--- src/rtl/fetch_decode.sv ---
// ==========================================================================
// fetch_decode: byte-serial RV32 instruction fetch with registered field and
// immediate decode, held under a valid/ready handshake.  Revision 1.0
// ==========================================================================
`default_nettype none

module fetch_decode #(
   parameter int ADDR_W = 10
) (
   input  logic              clk,
   input  logic              rst,
   input  logic [31:0]       pc,
   input  logic              pc_valid,
   output logic              pc_ready,
   input  logic              flush,
   output logic [ADDR_W-1:0] imem_addr,
   input  logic [7:0]        imem_rdata,
   output logic [31:0]       instr,
   output logic [31:0]       instr_pc,
   output logic [6:0]        opcode,
   output logic [4:0]        rd,
   output logic [2:0]        funct3,
   output logic [4:0]        rs1,
   output logic [4:0]        rs2,
   output logic [6:0]        funct7,
   output logic [31:0]       imm_i_type,
   output logic [31:0]       imm_s_type,
   output logic [31:0]       imm_b_type,
   output logic [31:0]       imm_u_type,
   output logic [31:0]       imm_j_type,
   output logic              dec_valid,
   input  logic              dec_ready,
   output logic              misaligned
);

   localparam logic [1:0] S_IDLE  = 2'd0;
   localparam logic [1:0] S_FETCH = 2'd1;
   localparam logic [1:0] S_VALID = 2'd2;

   logic [1:0]        state_q, state_d;
   logic [2:0]        cnt_q, cnt_d;
   logic [ADDR_W-1:0] base_q, base_d;
   logic [23:0]       buf_q, buf_d;
   logic [31:0]       instr_pc_q, instr_pc_d;
   logic              dec_valid_q, dec_valid_d;
   logic              misaligned_q, misaligned_d;
   logic              load;

   logic [31:0] instr_q, instr_d;
   logic [6:0]  opcode_q, opcode_d;
   logic [4:0]  rd_q, rd_d;
   logic [2:0]  funct3_q, funct3_d;
   logic [4:0]  rs1_q, rs1_d;
   logic [4:0]  rs2_q, rs2_d;
   logic [6:0]  funct7_q, funct7_d;
   logic [31:0] imm_i_q, imm_i_d;
   logic [31:0] imm_s_q, imm_s_d;
   logic [31:0] imm_b_q, imm_b_d;
   logic [31:0] imm_u_q, imm_u_d;
   logic [31:0] imm_j_q, imm_j_d;

   logic        accept;

   assign pc_ready  = ~flush & ((state_q == S_IDLE) | ((state_q == S_VALID) & dec_ready));
   assign accept    = pc_valid & pc_ready;
   assign imem_addr = ((state_q == S_FETCH) && (cnt_q != 3'd4)) ? base_q + ADDR_W'(cnt_q) : '0;

   // The final byte arrives on imem_rdata in the same cycle the word is decoded.
   assign instr_d  = {imem_rdata, buf_q};
   assign opcode_d = instr_d[6:0];
   assign rd_d     = instr_d[11:7];
   assign funct3_d = instr_d[14:12];
   assign rs1_d    = instr_d[19:15];
   assign rs2_d    = instr_d[24:20];
   assign funct7_d = instr_d[31:25];
   assign imm_i_d  = {{20{instr_d[31]}}, instr_d[31:20]};
   assign imm_s_d  = {{20{instr_d[31]}}, instr_d[31:25], instr_d[11:7]};
   assign imm_b_d  = {{19{instr_d[31]}}, instr_d[31], instr_d[7], instr_d[30:25], instr_d[11:8], 1'b0};
   assign imm_u_d  = {instr_d[31:12], 12'b0};
   assign imm_j_d  = {{11{instr_d[31]}}, instr_d[31], instr_d[19:12], instr_d[20], instr_d[30:21], 1'b0};

   always_comb begin
      state_d      = state_q;
      cnt_d        = cnt_q;
      base_d       = base_q;
      buf_d        = buf_q;
      instr_pc_d   = instr_pc_q;
      dec_valid_d  = dec_valid_q;
      misaligned_d = 1'b0;
      load         = 1'b0;
      if (flush) begin
         state_d     = S_IDLE;
         cnt_d       = 3'd0;
         dec_valid_d = 1'b0;
      end else if (accept) begin
         dec_valid_d = 1'b0;
         if (pc[1:0] != 2'b00) begin
            misaligned_d = 1'b1;
            state_d      = S_IDLE;
         end else begin
            base_d     = pc[ADDR_W-1:0];
            instr_pc_d = pc;
            cnt_d      = 3'd0;
            state_d    = S_FETCH;
         end
      end else begin
         case (state_q)
            S_FETCH: begin
               cnt_d = cnt_q + 3'd1;
               case (cnt_q)
                  3'd1: buf_d[7:0]   = imem_rdata;
                  3'd2: buf_d[15:8]  = imem_rdata;
                  3'd3: buf_d[23:16] = imem_rdata;
                  3'd4: begin
                     load        = 1'b1;
                     dec_valid_d = 1'b1;
                     cnt_d       = 3'd0;
                     state_d     = S_VALID;
                  end
                  default: ;
               endcase
            end
            S_VALID: begin
               if (dec_ready) begin
                  dec_valid_d = 1'b0;
                  state_d     = S_IDLE;
               end
            end
            default: state_d = S_IDLE;
         endcase
      end
   end

   always_ff @(posedge clk or posedge rst) begin
      if (rst) begin
         state_q      <= S_IDLE;
         cnt_q        <= 3'd0;
         base_q       <= '0;
         buf_q        <= '0;
         instr_pc_q   <= '0;
         dec_valid_q  <= 1'b0;
         misaligned_q <= 1'b0;
      end else begin
         state_q      <= state_d;
         cnt_q        <= cnt_d;
         base_q       <= base_d;
         buf_q        <= buf_d;
         instr_pc_q   <= instr_pc_d;
         dec_valid_q  <= dec_valid_d;
         misaligned_q <= misaligned_d;
      end
   end

   always_ff @(posedge clk or posedge rst) begin
      if (rst) begin
         instr_q  <= '0;
         opcode_q <= '0;
         rd_q     <= '0;
         funct3_q <= '0;
         rs1_q    <= '0;
         rs2_q    <= '0;
         funct7_q <= '0;
         imm_i_q  <= '0;
         imm_s_q  <= '0;
         imm_b_q  <= '0;
         imm_u_q  <= '0;
         imm_j_q  <= '0;
      end else if (load) begin
         instr_q  <= instr_d;
         opcode_q <= opcode_d;
         rd_q     <= rd_d;
         funct3_q <= funct3_d;
         rs1_q    <= rs1_d;
         rs2_q    <= rs2_d;
         funct7_q <= funct7_d;
         imm_i_q  <= imm_i_d;
         imm_s_q  <= imm_s_d;
         imm_b_q  <= imm_b_d;
         imm_u_q  <= imm_u_d;
         imm_j_q  <= imm_j_d;
      end
   end

   assign instr      = instr_q;
   assign instr_pc   = instr_pc_q;
   assign opcode     = opcode_q;
   assign rd         = rd_q;
   assign funct3     = funct3_q;
   assign rs1        = rs1_q;
   assign rs2        = rs2_q;
   assign funct7     = funct7_q;
   assign imm_i_type = imm_i_q;
   assign imm_s_type = imm_s_q;
   assign imm_b_type = imm_b_q;
   assign imm_u_type = imm_u_q;
   assign imm_j_type = imm_j_q;
   assign dec_valid  = dec_valid_q;
   assign misaligned = misaligned_q;

endmodule

`default_nettype wire
--- config.mk ---
export PLATFORM = sky130hd
export DESIGN_NAME = fetch_decode
export DESIGN_NICKNAME = d
export VERILOG_FILES = /design/src/rtl/fetch_decode.sv
export SDC_FILE = /design/constraint.sdc
export NUM_CORES = 1
export LEC_CHECK = 0
export CAP_MARGIN = 5
export CORE_MARGIN = 3
export CORE_UTILIZATION = 30
export CTS_CLUSTER_DIAMETER = 30
export CTS_CLUSTER_SIZE = 25
export DETAILED_ROUTE_END_ITERATION = 10
export PLACE_DENSITY = 0.74
export SYNTH_ARGS = -nofsm -noshare
export SYNTH_HDL_FRONTEND = slang
export SYNTH_SLANG_ARGS = --single-unit
--- constraint.sdc ---
create_clock -name clk -period 2.87 [get_ports clk]
set_input_delay 0.574 -clock clk [delete_from_list [all_inputs] [get_ports clk]]
set_output_delay 0.574 -clock clk [all_outputs]
set_load 0.1 [all_outputs]
# Yosys cells after proc, flatten, opt, wreduce, memory -nomap -nowiden
# Cells that the tools add are included.
word_totals:
  ff_bits: 213
classes:
  addsub: 2
  eq_ne: 10
  mux: 24
  bitwise_logic: 7
  n_reduce_logical: 12
ops:
  columns: ["operator", "n"]
  rows:
  - ["two-way mux 3 bit", 5]
  - ["two-way mux 1 bit", 12]
  - ["AND reduction 4 bit", 3]
  - ["adder 10 x 3 -> 10 bit", 1]
  - ["two-way mux 10 bit", 1]
  - ["two-way mux 2 bit", 4]
  - ["equality test 3 x 2 -> 1 bit, second input constant", 2]
  - ["!= test 3 bit, second input constant", 2]
  - ["AND reduction 3 bit", 2]
  - ["!= test 4 x 3 -> 1 bit, second input constant", 1]
  - ["!= test 4 bit, second input constant", 1]
  - ["one-hot mux 2 bit (2 select lines)", 1]
  - ["AND reduction 2 bit", 2]
  - ["nonzero test 4 bit", 1]
  - ["adder 3 x 1 -> 3 bit, second input constant", 1]
  - ["AND 1 bit", 3]
  - ["equality test 3 x 1 -> 1 bit, second input constant", 1]
  - ["equality test 3 bit, second input constant", 1]
  - ["inverter 1 bit", 3]
  - ["nonzero test 3 bit", 1]
  - ["equality test 2 x 1 -> 1 bit, second input constant", 1]
  - ["equality test 2 bit, second input constant", 1]
  - ["zero test 2 bit", 1]
  - ["one-hot mux 1 bit (2 select lines)", 1]
  - ["other kinds (3)", 3]

# Depth between registers and ports, before layout
# Gate-level depths: netlist (run 1).
depth:
  depth_word: 7
  mapped_depth: 8
  mapped_depth_nobuf: 7

# Worst setup path before layout (run 1)
# No wires, ideal clock.
synth_path:
  kind: "register -> output"
  startpoint: "register base_q[0]"
  endpoint: "output port imem_addr[2]"
  arrival_ps: 3805
  path_slack_ps: -1509
  stages_incl_launch_ff: 6
  path_buffers: 0
  cell_sequence: "dfrtp_1 > ha_1 > inv_1 > fa_1 > nor2b_1 > nor3_1"
synth_via:
  elab_chain_cells: 2
synth_rtl:
  columns: ["element", "line", "rtl"]
  rows:
  - ["from (decl)", "42", "logic [ADDR_W-1:0] base_q, base_d;"]
  - ["from (signal assigned)", "146", "base_q <= base_d;"]
  - ["adder 10 x 3 -> 10 bit", "66", "assign imem_addr = ((state_q == S_FETCH) && (cnt_q != 3'd4)) ? base_q + ADDR_W'(cnt_q) : '0;"]
  - ["two-way mux 10 bit", "66", null]
  - ["to (decl)", "16", "output logic [ADDR_W-1:0] imem_addr,"]
# No other way between the ends.

# Worst setup path after layout (run 1)
layout_path:
  startpoint: "register cnt_q[2]"
  endpoint: "output port imem_addr[5]"
layout_via:
  elab_chain_cells: 3
layout_rtl:
  columns: ["element", "line", "rtl"]
  rows:
  - ["from (decl)", "41", "logic [2:0] cnt_q, cnt_d;"]
  - ["from (signal assigned)", "145", "cnt_q <= cnt_d;"]
  - ["parallel branches: the longest is 2 deep, another holds adder 10 x 3 -> 10 bit", null, null]
  - ["two-way mux 10 bit (*)", "66", null]
# Every way passes the cells marked *.

==> results.md, run 1 <==
- Area grow syn2layout: 50.5%
- Crit path depth: 5
- Global-route wire length before repair: 20800 um
- CP Launch Type: flip-flop
- Die width: 142 um
- Via count: 3615
- Antenna Nets Post-Route: 0
- Crit end category: output port
- Max VDD drop: 577 uV
- Asr flop ratio synth: 100%
- Hold WC Path Type: reg -> reg
- WL final: 13800 um
- Sw Ratio: 48.3%
- Final Wtd Congestion: 0.728
- Worst-Skew Late Latency: 0.35 ns
- Worst Hold Depth: 1
- Clock transition at the registers of the reported paths: 0.07 ns
- Most frequent cells after synthesis: buf_4 (198), dfrtp_1 (95), mux2_2 (83)
- Tcrit/Tclk final: 95.6%
- Int Pwr: 2.65 mW
- Filler cell count: 1541
- Crit-path leading delay family: flip-flops
- Final Util: 47.1%
- Worst Tran Pin Value: 0.564 ns
- Core box area: 0.0177 sq mm
- Die area: 0.0201 sq mm
- Flop pwr share: 30.4%
- Global route hottest layer: met2
- Area contributors post-synth: dfrtp_1 (43%), buf_4 (27%), mux2_2 (17%)
- Num Clock Sinks: 95
- Htree depth: 3
- Yosys reg bits: 95
- Number of global-route vias before repair: 3675
- Cell count after synthesis: 480
- Num CTS Buffers: 9
- Synth Area per Inst: 11.5 sq um
- Non-filler instance count after layout: 835
- Slowest CP cell: dfrtp_2
- WL per Instance: 16.5 um
- Reg2Reg Depth: 6
- Largest net degree at the start of global routing: 96
- # hold bufs at CTS: 0
- Met2 Usage GRT: 24.2%
- Initial core utilization: 31.3%
- Sequential share of the synthesized area: 43.0%
- Clock power share: 23.7%
- Met3 usage: 5.26%
- RSZ-0062 raised after global routing: yes
- Hpwl dp: 11000 um
- Post-synth top area share: 43.0%
- Status: finished clean
- DR pass1 iterations: 4
- Power density of the placed cells: 615 mW/mm^2
- M1 GR Usage: 13.8%
- Final Hold Fails: 0
- Setup CP Type: reg -> out
- Slew HR: 62.4%
- Max Transition Viols Final: 0
- Initial antenna violation count: 0
- CTS tree: done
- Row count: 48
- Share of layout cells above drive strength 1: 63.9%
- Final Critical Period: 2.74 ns
- Inst Count DP: 818
- Synth cell types: 39
- Net count, final: 662
- Drc violations: 0
- Total track usage: 13.1%
- Cell breakdown of the critical path: ha_1 > o211ai_1 > or3_1 > a21oi_4 > buf_12
- Crit path max fanout: 7
- Root Buffer: clkbuf_16
- Static Leakage: 3.93 nW
- Slowest stage delay, CP: 0.49 ns
- Worst EP required: 2.30 ns
- GR Overflow Total: 0
- Ant. Diodes: 0
- Num ports: 314
- Synthesized cell area: 0.00552 sq mm
- Setup Skew: 0.00836 ns
- CP bufs+invs: 1
- Max Clk Rate: 365 MHz
- Reg2reg setup slack: 0.72 ns
- IO buf count: 299
- Largest area contributor in the netlist: dfrtp_1
- Via density: 4.33
- Yosys warning count: 0
- Deepest clock path buffer count: 2
- Top-count cell post-synth: buf_4
- Synth Flop Type: dfrtp_1
- Maxcap violations: 0
- Worst EP arrival: 2.17 ns
- Power share of the combinational group: 45.9%
- Final setup fails: 0
- Post-synth EDFFs: 0
- P_sw: 2.47 mW
- Die Ht: 142 um
- DRT iter0 DRCs: 80
## final timing paths
path | startpoint | endpoint
min in group asynchronous | rst | instr_pc[18]$_DFFE_PP0P_
max in group asynchronous | rst | instr[31]$_DFFE_PP0P_
min | buf_q[13]$_DFFE_PP0P_ | buf_q[13]$_DFFE_PP0P_
max | cnt_q[2]$_DFFE_PP0P_ | imem_addr[5]
min reg2reg | buf_q[13]$_DFFE_PP0P_ | buf_q[13]$_DFFE_PP0P_
max reg2reg | state_q[0]$_DFFE_PP0P_ | buf_q[7]$_DFFE_PP0P_
## power by group through the flow
stage / registers (mW) / logic (mW) / clock network [mW]
after global placement: 1.58 / 2.35 / 0
after floorplan: 2.34 / 1.08 / 0
after detailed placement: 1.59 / 2.36 / 0
after CTS: 1.56 / 2.36 / 1.26
after global routing: 1.58 / 2.41 / 1.31
final: 1.56 / 2.35 / 1.21
## per-stage QoR
stage / worst slack (ns) / setup TNS [ns] / hold slack (ns) / total power [mW] / area, sq um
floorplan: -0.0711 / -0.158 / 0.452 / 3.42 / 5680
global placement: 0.424 / 0 / 0.475 / 3.92 / 7980
detailed placement: 0.356 / 0 / 0.478 / 3.95 / 7980
CTS: 0.0211 / 0 / 0.496 / 5.18 / 8290
global route: -0.0206 / -0.0206 / 0.525 / 5.30 / 8310
finish: 0.127 / 0 / 0.491 / 5.12 / 8310
## cell usage in the layout (no fill, tap or decap), types with 2 or more instances in the layout
master / count
buf_4: 170
nor2_4: 8
buf_12: 91
nor3_4: 3
nand2_1: 6
mux2_2: 83
nor2_1: 5
xnor2_1: 2
a21o_1: 2
clkdlybuf4s50_1: 44
and3_1: 4
ha_1: 10
xor2_1: 4
conb_1: 14
o2111ai_1: 2
nand3_1: 3
clkinv_4: 2
a21oi_1: 3
nor2b_1: 4
dfrtp_1: 88
clkbuf_16: 9
mux2_1: 3
o21ai_0: 7
clkinv_8: 3
inv_1: 9
dfrtp_2: 7
o32ai_1: 2
## cells by family (layout without fill, tap and decap cells)
| group | after synthesis | count (layout) | synth area share, % |
|---|---|---|---|
| AO/OA/AOI/OAI | 25 | 25 | 3.26 |
| adder cells (fa/ha/maj) | 12 | 12 | 2.85 |
| flip-flops | 95 | 95 | 43.0 |
| buffers and inverters | 214 | 331 | 28.1 |
| multiplexers | 86 | 86 | 17.5 |
| XOR/XNOR | 6 | 6 | 0.951 |
| AND/OR/NAND/NOR | 41 | 41 | 4.21 |
| other | 1 | 14 | 0.0679 |
## worst register-to-register path, stage by stage (launching register included)
cell,delay [ns]
dfrtp_1,0.39
inv_1,0.08
ha_1,0.25
a21o_1,0.24
a21o_4,0.27
nor3_4,0.42
mux2_2,0.40
## layout make-up
cell class	instances	area, sq um	area share [%]
multi-input cells	184	1760	21.1
clock buffers	9	225	2.71
inverters	10	41.3	0.497
repair buffers	305	3540	42.6
well taps	225	282	3.39
flip-flops and latches	95	2390	28.7
clock inverters	7	86.3	1.04
## layer usage
metal / up-vias / wire, um
met5: - / 0
met4: 0 / 137
met3: 7 / 1510
met2: 210 / 7510
met1: 1754 / 4650
li1: 1644 / -
## timing repair
item                                    in CTS  in global routing
setup buffers                                0                  1
endpoints found under the setup margin       0                  6
resized for setup                            0                  4
## registers in the layout, indices dropped and copies added (netlist names)
register and count:
dec_valid 1, cnt_q 3, state_q 2, misaligned 1, instr_pc 23, base_q 9, instr 32, buf_q 24
(Power assumes the default switching activity.)
==> inputs of run 2 (changes only) <==
--- a/constraint.sdc
+++ b/constraint.sdc
@@ -3,2 +3,2 @@
 set_output_delay 0.574 -clock clk [all_outputs]
-set_load 0.1 [all_outputs]
+set_load 0.01 [all_outputs]
==> results.md, run 2 (synthesis gave the netlist of run 1 again) <==
- Crit path max fanout: 4 (was 7)
- Place WS: 0.0114 ns (was 0.356 ns)
- Met2 Usage GRT: 22.9% (was 24.2%)
- Final Hold Fails: 0 (unchanged)
- Num ports: 314 (unchanged)
- Global-route wire length before repair: 20200 um (was 20800 um)
- Worst EP arrival: 2.17 ns (about the same)
- Post-route total power: 3.85 mW (was 5.12 mW)
- TNS Setup: 0 ns (unchanged)
- Max Clk Rate: 364 MHz (was 365 MHz)
- Max Transition Viols Final: 0 (unchanged)
- Row count: 48 (unchanged)
- Initial core utilization: 31.3% (unchanged)
- Max FFs per register: 32 (unchanged)
- Net count, final: 674 (was 662)
- Setup CP Type: reg -> out (unchanged)
- Crit-path leading delay family: adder cells (was flip-flops)
- CTS tree: done (unchanged)
- Ant. Diodes: 0 (unchanged)
- Root Buffer: clkbuf_16 (unchanged)
- Die width: 142 um (unchanged)
- WL per Instance: 15.7 um (was 16.5 um)
- Die area: 0.0201 sq mm (unchanged)
- Worst-Skew Late Latency: 0.35 ns (about the same)
- Num CTS Buffers: 9 (unchanged)
- Number of global-route vias before repair: 3538 (was 3675)
- Tcrit/Tclk final: 95.7% (was 95.6%)
- CP bufs+invs: 3 (was 1)
- Total track usage: 12.9% (was 13.1%)
- DRT iter0 DRCs: 114 (was 80)
- Most frequent cells in the layout: clkdlybuf4s50_1 (291), dfrtp_1 (94), mux2_2 (83) (was buf_4 (170), buf_12 (91), dfrtp_1 (88))
- Worst EP required: 2.30 ns (about the same)
- Slowest CP cell: dfrtp_1 (was dfrtp_2)
- Drc violations: 0 (unchanged)
- Deepest clock path buffer count: 2 (unchanged)
- Final Critical Period: 2.75 ns (was 2.74 ns)
- Maxcap violations: 0 (unchanged)
- Hold WC Path Type: reg -> reg (unchanged)
- DR pass1 iterations: 4 (unchanged)
- Die Ht: 142 um (unchanged)
- Via count: 3589 (was 3615)
- Initial antenna violation count: 0 (unchanged)
- Filler cell count: 1622 (was 1541)
- Area grow syn2layout: 43.1% (was 50.5%)
- IO buf count: 299 (unchanged)
- Antenna Nets Post-Route: 0 (unchanged)
- M1 GR Usage: 14.0% (was 13.8%)
- Largest net degree at the start of global routing: 72 (was 96)
- RSZ-0062 raised after global routing: no (was yes)
- Share of layout cells above drive strength 1: 21.2% (was 63.9%)
- GR Overflow Total: 0 (unchanged)
- Core box area: 0.0177 sq mm (unchanged)
- WL final: 13300 um (was 13800 um)
- CP Launch Type: flip-flop (unchanged)
- Power density of the placed cells: 488 mW/mm^2 (was 615 mW/mm^2)
- Status: finished clean (unchanged)
- Slowest stage delay, CP: 0.37 ns (was 0.49 ns)
- Static Leakage: 3.34 nW (was 3.93 nW)
- Cell breakdown of the critical path: ha_2 > inv_1 > fa_2 > nor2b_4 > buf_4 > o2111ai_1 > xor2_1 > nor2_2 > buf_2 (was ha_1 > o211ai_1 > or3_1 > a21oi_4 > buf_12)
- Num Clock Sinks: 95 (unchanged)
- Via density: 4.24 (was 4.33)
- Global route hottest layer: met2 (unchanged)
- Htree depth: 3 (unchanged)
- Crit end category: output port (unchanged)
- Clock transition at the registers of the reported paths: 0.06 ns (was 0.07 ns)
- Final Wtd Congestion: 0.791 (was 0.728)
- Final setup fails: 0 (unchanged)
- Fin worst setup slack: 0.124 ns (was 0.127 ns)
- Max VDD drop: 338 uV (was 577 uV)
- Met3 usage: 4.68% (was 5.26%)
- Commonest non-fill, non-tap cell in the layout: clkdlybuf4s50_1 (was buf_4)
- Hpwl dp: 10100 um (was 11000 um)
- Setup Skew: 0.00491 ns (was 0.00836 ns)
-- run 2: worst register-to-register path, stage by stage, from the launching register on --
cell     delay (ns)
dfrtp_1        0.37
inv_1          0.07
ha_1           0.25
a21o_1         0.23
a21o_4         0.26
nor3_4         0.15
buf_4          0.23
mux2_2         0.36
-- run 2: worst paths after layout --
kind | start | endpoint | slack (ns) | cells past startpoint
min in group asynchronous | rst | instr_pc[22]$_DFFE_PP0P_ | 0.66 | 3
max in group asynchronous | rst | buf_q[14]$_DFFE_PP0P_ | 1.84 | 3
worst min register to register | buf_q[13]$_DFFE_PP0P_ | buf_q[13]$_DFFE_PP0P_ | 0.49 | 1
worst max register to register | state_q[0]$_DFFE_PP0P_ | buf_q[8]$_DFFE_PP0P_ | 0.84 | 7
worst min-delay path | buf_q[13]$_DFFE_PP0P_ | buf_q[13]$_DFFE_PP0P_ | 0.49 | 1
worst max-delay path | base_q[0]$_DFFE_PP0P_ | imem_addr[6] | 0.12 | 9
-- run 2: report_power, final --
group	internal, mW	switching (mW)
Sequential	1.46	0.0941
Combinational	0.487	0.305
Clock	0.988	0.524
-- run 2: area by class of cell --
class	count	area (sq um)	area share [%]
timing repair buffer	317	3160	39.9
sequential	95	2380	30.1
multi-input combinational	184	1660	21.1
tap	225	282	3.56
clock buffer	11	253	3.20
clock inverter	5	128	1.61
inverter	10	41.3	0.522
-- run 2: layer usage --
metal,routed length [um],up-vias
met2,6750,204
met1,4780,1714
met3,1550,14
met5,0,-
met4,210,0
li1,-,1657
-- run 2: stage by stage --
stage               utilization (%)  std cells  instance area (sq um)  hold WS [ns]
finish                         44.8        847                   7900         0.486
global route                   44.8        847                   7900         0.507
CTS                            44.7        847                   7890         0.487
detailed placement             42.5        829                   7500         0.472
global placement               42.5        829                   7500         0.464
floorplan                         -        493                   5580         0.452
-- run 2: what timing repair did --
action,CTS,global route
buffers inserted,2,0
pin swaps,3,1
hold buffers,0,0
resized for setup,13,5
setup endpoints to repair,7,3
==> inputs of run 3 (changes only) <==
CORE_ASPECT_RATIO = 0.5   (was default)
PLACE_DENSITY = 0.68   (was 0.74)
==> results.md, run 3 (synthesis gave the netlist of run 1 again) <==
- Status: finished clean (unchanged)
- Final Cell Area: 0.00787 sq mm (was 0.00790 sq mm)
- IO buf count: 299 (unchanged)
- Post-Place Cell Area: 0.00748 sq mm (was 0.00750 sq mm)
- Share of layout cells above drive strength 1: 21.7% (was 21.2%)
- Register area: 0.00238 sq mm (unchanged)
- Max FFs per register: 32 (unchanged)
- GR Overflow Total: 0 (unchanged)
- Crit-path leading delay family: adder cells (unchanged)
- Crit end category: output port (unchanged)
- Maxcap violations: 0 (unchanged)
- Slew HR: 56.2%
- CP bufs+invs: 4 (was 3)
- Place WS: 0.0612 ns (was 0.0114 ns)
- Setup Skew: 0.00557 ns (was 0.00491 ns)
- Die area: 0.0202 sq mm (was 0.0201 sq mm)
- Antenna Nets Post-Route: 0 (unchanged)
- Slowest stage delay, CP: 0.41 ns (was 0.37 ns)
- Most Frequent Cell on Critical Path: buf_4
- Num CTS Buffers: 9 (unchanged)
- Worst-Skew Late Latency: 0.34 ns (was 0.35 ns)
- Filler cell count: 1631 (was 1622)
- DRT iter0 DRCs: 143 (was 114)
- CP Launch Type: flip-flop (unchanged)
- Final Critical Period: 2.81 ns (was 2.75 ns)
- Hpwl dp: 9560 um (was 10100 um)
- Area of the multi-input gates: 0.00169 sq mm (was 0.00166 sq mm)
- RSZ-0062 raised after global routing: yes (was no)
- Core box area: 0.0177 sq mm (about the same)
- Static Leakage: 3.31 nW (was 3.34 nW)
- Total track usage: 11.6% (was 12.9%)
- Initial core utilization: 31.2% (was 31.3%)
- Deepest clock path buffer count: 2 (unchanged)
- Cell breakdown of the critical path: ha_4 > inv_1 > fa_2 > nor2b_4 > buf_4 > buf_4 > o2111ai_2 > xor2_1 > nor2_1 > buf_2 (was ha_2 > inv_1 > fa_2 > nor2b_4 > buf_4 > o2111ai_1 > xor2_1 > nor2_2 > buf_2)
- TNS Setup: 0 ns (unchanged)
- Fin worst setup slack: 0.0556 ns (was 0.124 ns)
- Clock transition at the registers of the reported paths: 0.07 ns (was 0.06 ns)
- Global-route wire length before repair: 18700 um (was 20200 um)
- Power density of the placed cells: 456 mW/mm^2 (was 488 mW/mm^2)
- Htree depth: 3 (unchanged)
- Root Buffer: clkbuf_16 (unchanged)
- Final setup fails: 0 (unchanged)
- Net count, final: 674 (unchanged)
- Num ports: 314 (unchanged)
- Num Clock Sinks: 95 (unchanged)
- Drc violations: 0 (unchanged)
- Hold WC Path Type: reg -> reg (unchanged)
- Setup CP Type: reg -> out (unchanged)
- Via count: 3530 (was 3589)
- Worst Tran Pin Value: 0.655 ns
- Ant. Diodes: 0 (unchanged)
- Die Ht: 102 um (was 142 um)
- Die width: 198 um (was 142 um)
- Crit path max fanout: 3 (was 4)
- Post-route total power: 3.58 mW (was 3.85 mW)
- WL final: 12600 um (was 13300 um)
- Non-filler instance count after layout: 856 (was 847)
- Final Util: 44.5% (was 44.8%)
- Area grow syn2layout: 42.4% (was 43.1%)
- CTS tree: done (unchanged)
- Tcrit/Tclk final: 98.1% (was 95.7%)
- Inst Count DP: 835 (was 829)
- DR pass1 iterations: 4 (unchanged)
- Final Hold Fails: 0 (unchanged)
- Commonest non-fill, non-tap cell in the layout: clkdlybuf4s50_1 (unchanged)
- WHS: 0.490 ns (was 0.486 ns)
- Max Clk Rate: 355 MHz (was 364 MHz)
- # hold bufs at CTS: 0 (unchanged)
- Worst EP arrival: 2.24 ns (was 2.17 ns)
- Slowest CP cell: fa_2 (was dfrtp_1)
- Final Wtd Congestion: 0.750 (was 0.791)
- Max VDD drop: 356 uV (was 338 uV)
- Row count: 34 (was 48)
- WL per Instance: 14.7 um (was 15.7 um)
- Worst EP required: 2.30 ns (about the same)
- Most frequent cells in the layout: clkdlybuf4s50_1 (291), dfrtp_1 (94), mux2_2 (83) (unchanged)
- Via density: 4.12 (was 4.24)
- Max Transition Viols Final: 0 (unchanged)
- Largest net degree at the start of global routing: 79 (was 72)
- Initial antenna violation count: 0 (unchanged)
- Number of global-route vias before repair: 3421 (was 3538)
-- run 3: cell types whose count changed in the layout (fill, tap and decap cells not counted), moves of 2 or more --
cell,previous run,this run
dlygate4sd2_1,5,3
bufinv_16,4,1
inv_6,0,2
clkbuf_2,0,2
-- run 3: area by class of cell --
type                    count  share of cell area (%)
clock inverters             6                   0.938
repair buffers            317                    40.1
inverters                  10                   0.525
multi-input cells         184                    21.5
flip-flops and latches     95                    30.2
clock buffers              10                    3.04
well taps                 234                    3.72
-- run 3: worst paths after layout --
kind | from | slack, ns | end | cells past startpoint
setup / recovery | base_q[0]$_DFFE_PP0P_ | 0.06 | imem_addr[8] | 10
hold / removal | buf_q[17]$_DFFE_PP0P_ | 0.49 | instr[17]$_DFFE_PP0P_ | 1
setup reg to reg | state_q[0]$_DFFE_PP0P_ | 0.82 | instr[4]$_DFFE_PP0P_ | 7
hold reg to reg | buf_q[17]$_DFFE_PP0P_ | 0.49 | instr[17]$_DFFE_PP0P_ | 1
max in group asynchronous | rst | 1.39 | instr[31]$_DFFE_PP0P_ | 3
min in group asynchronous | rst | 0.67 | instr_pc[11]$_DFFE_PP0P_ | 2
-- run 3: metal layers --
| layer | wire length (um) | track usage (%) | vias up | part of all wire (%) |
|---|---|---|---|---|
| met5 | 0 | 0 | - | 0 |
| met4 | 64 | 2.61 | 0 | 0.51 |
| met3 | 695 | 3.19 | 4 | 5.5 |
| met2 | 6750 | 21.5 | 119 | 54 |
| met1 | 5100 | 13.6 | 1748 | 40 |
| li1 | - | - | 1659 | - |
-- run 3: timing repair --
action | in CTS | in global routing
gates resized for setup | 14 | 10
pin swaps | 2 | 3
setup endpoints to repair | 6 | 5
gates cloned | 0 | 0
buffers inserted | 3 | 2
-- run 3: where the power goes --
part,total (mW),internal (mW),switching [mW]
Sequential,1.55,1.46,0.0895
Clock,1.25,0.712,0.540
Combinational,0.787,0.486,0.301
-- run 3: worst register-to-register path, delay by kind of cell, from the launching register on --
kind	cells	cell delay (ns)
compound gates	2	0.49
flops	1	0.40
mux	1	0.38
buf+inv	2	0.30
fa+ha+maj	1	0.25
simple gates	1	0.13
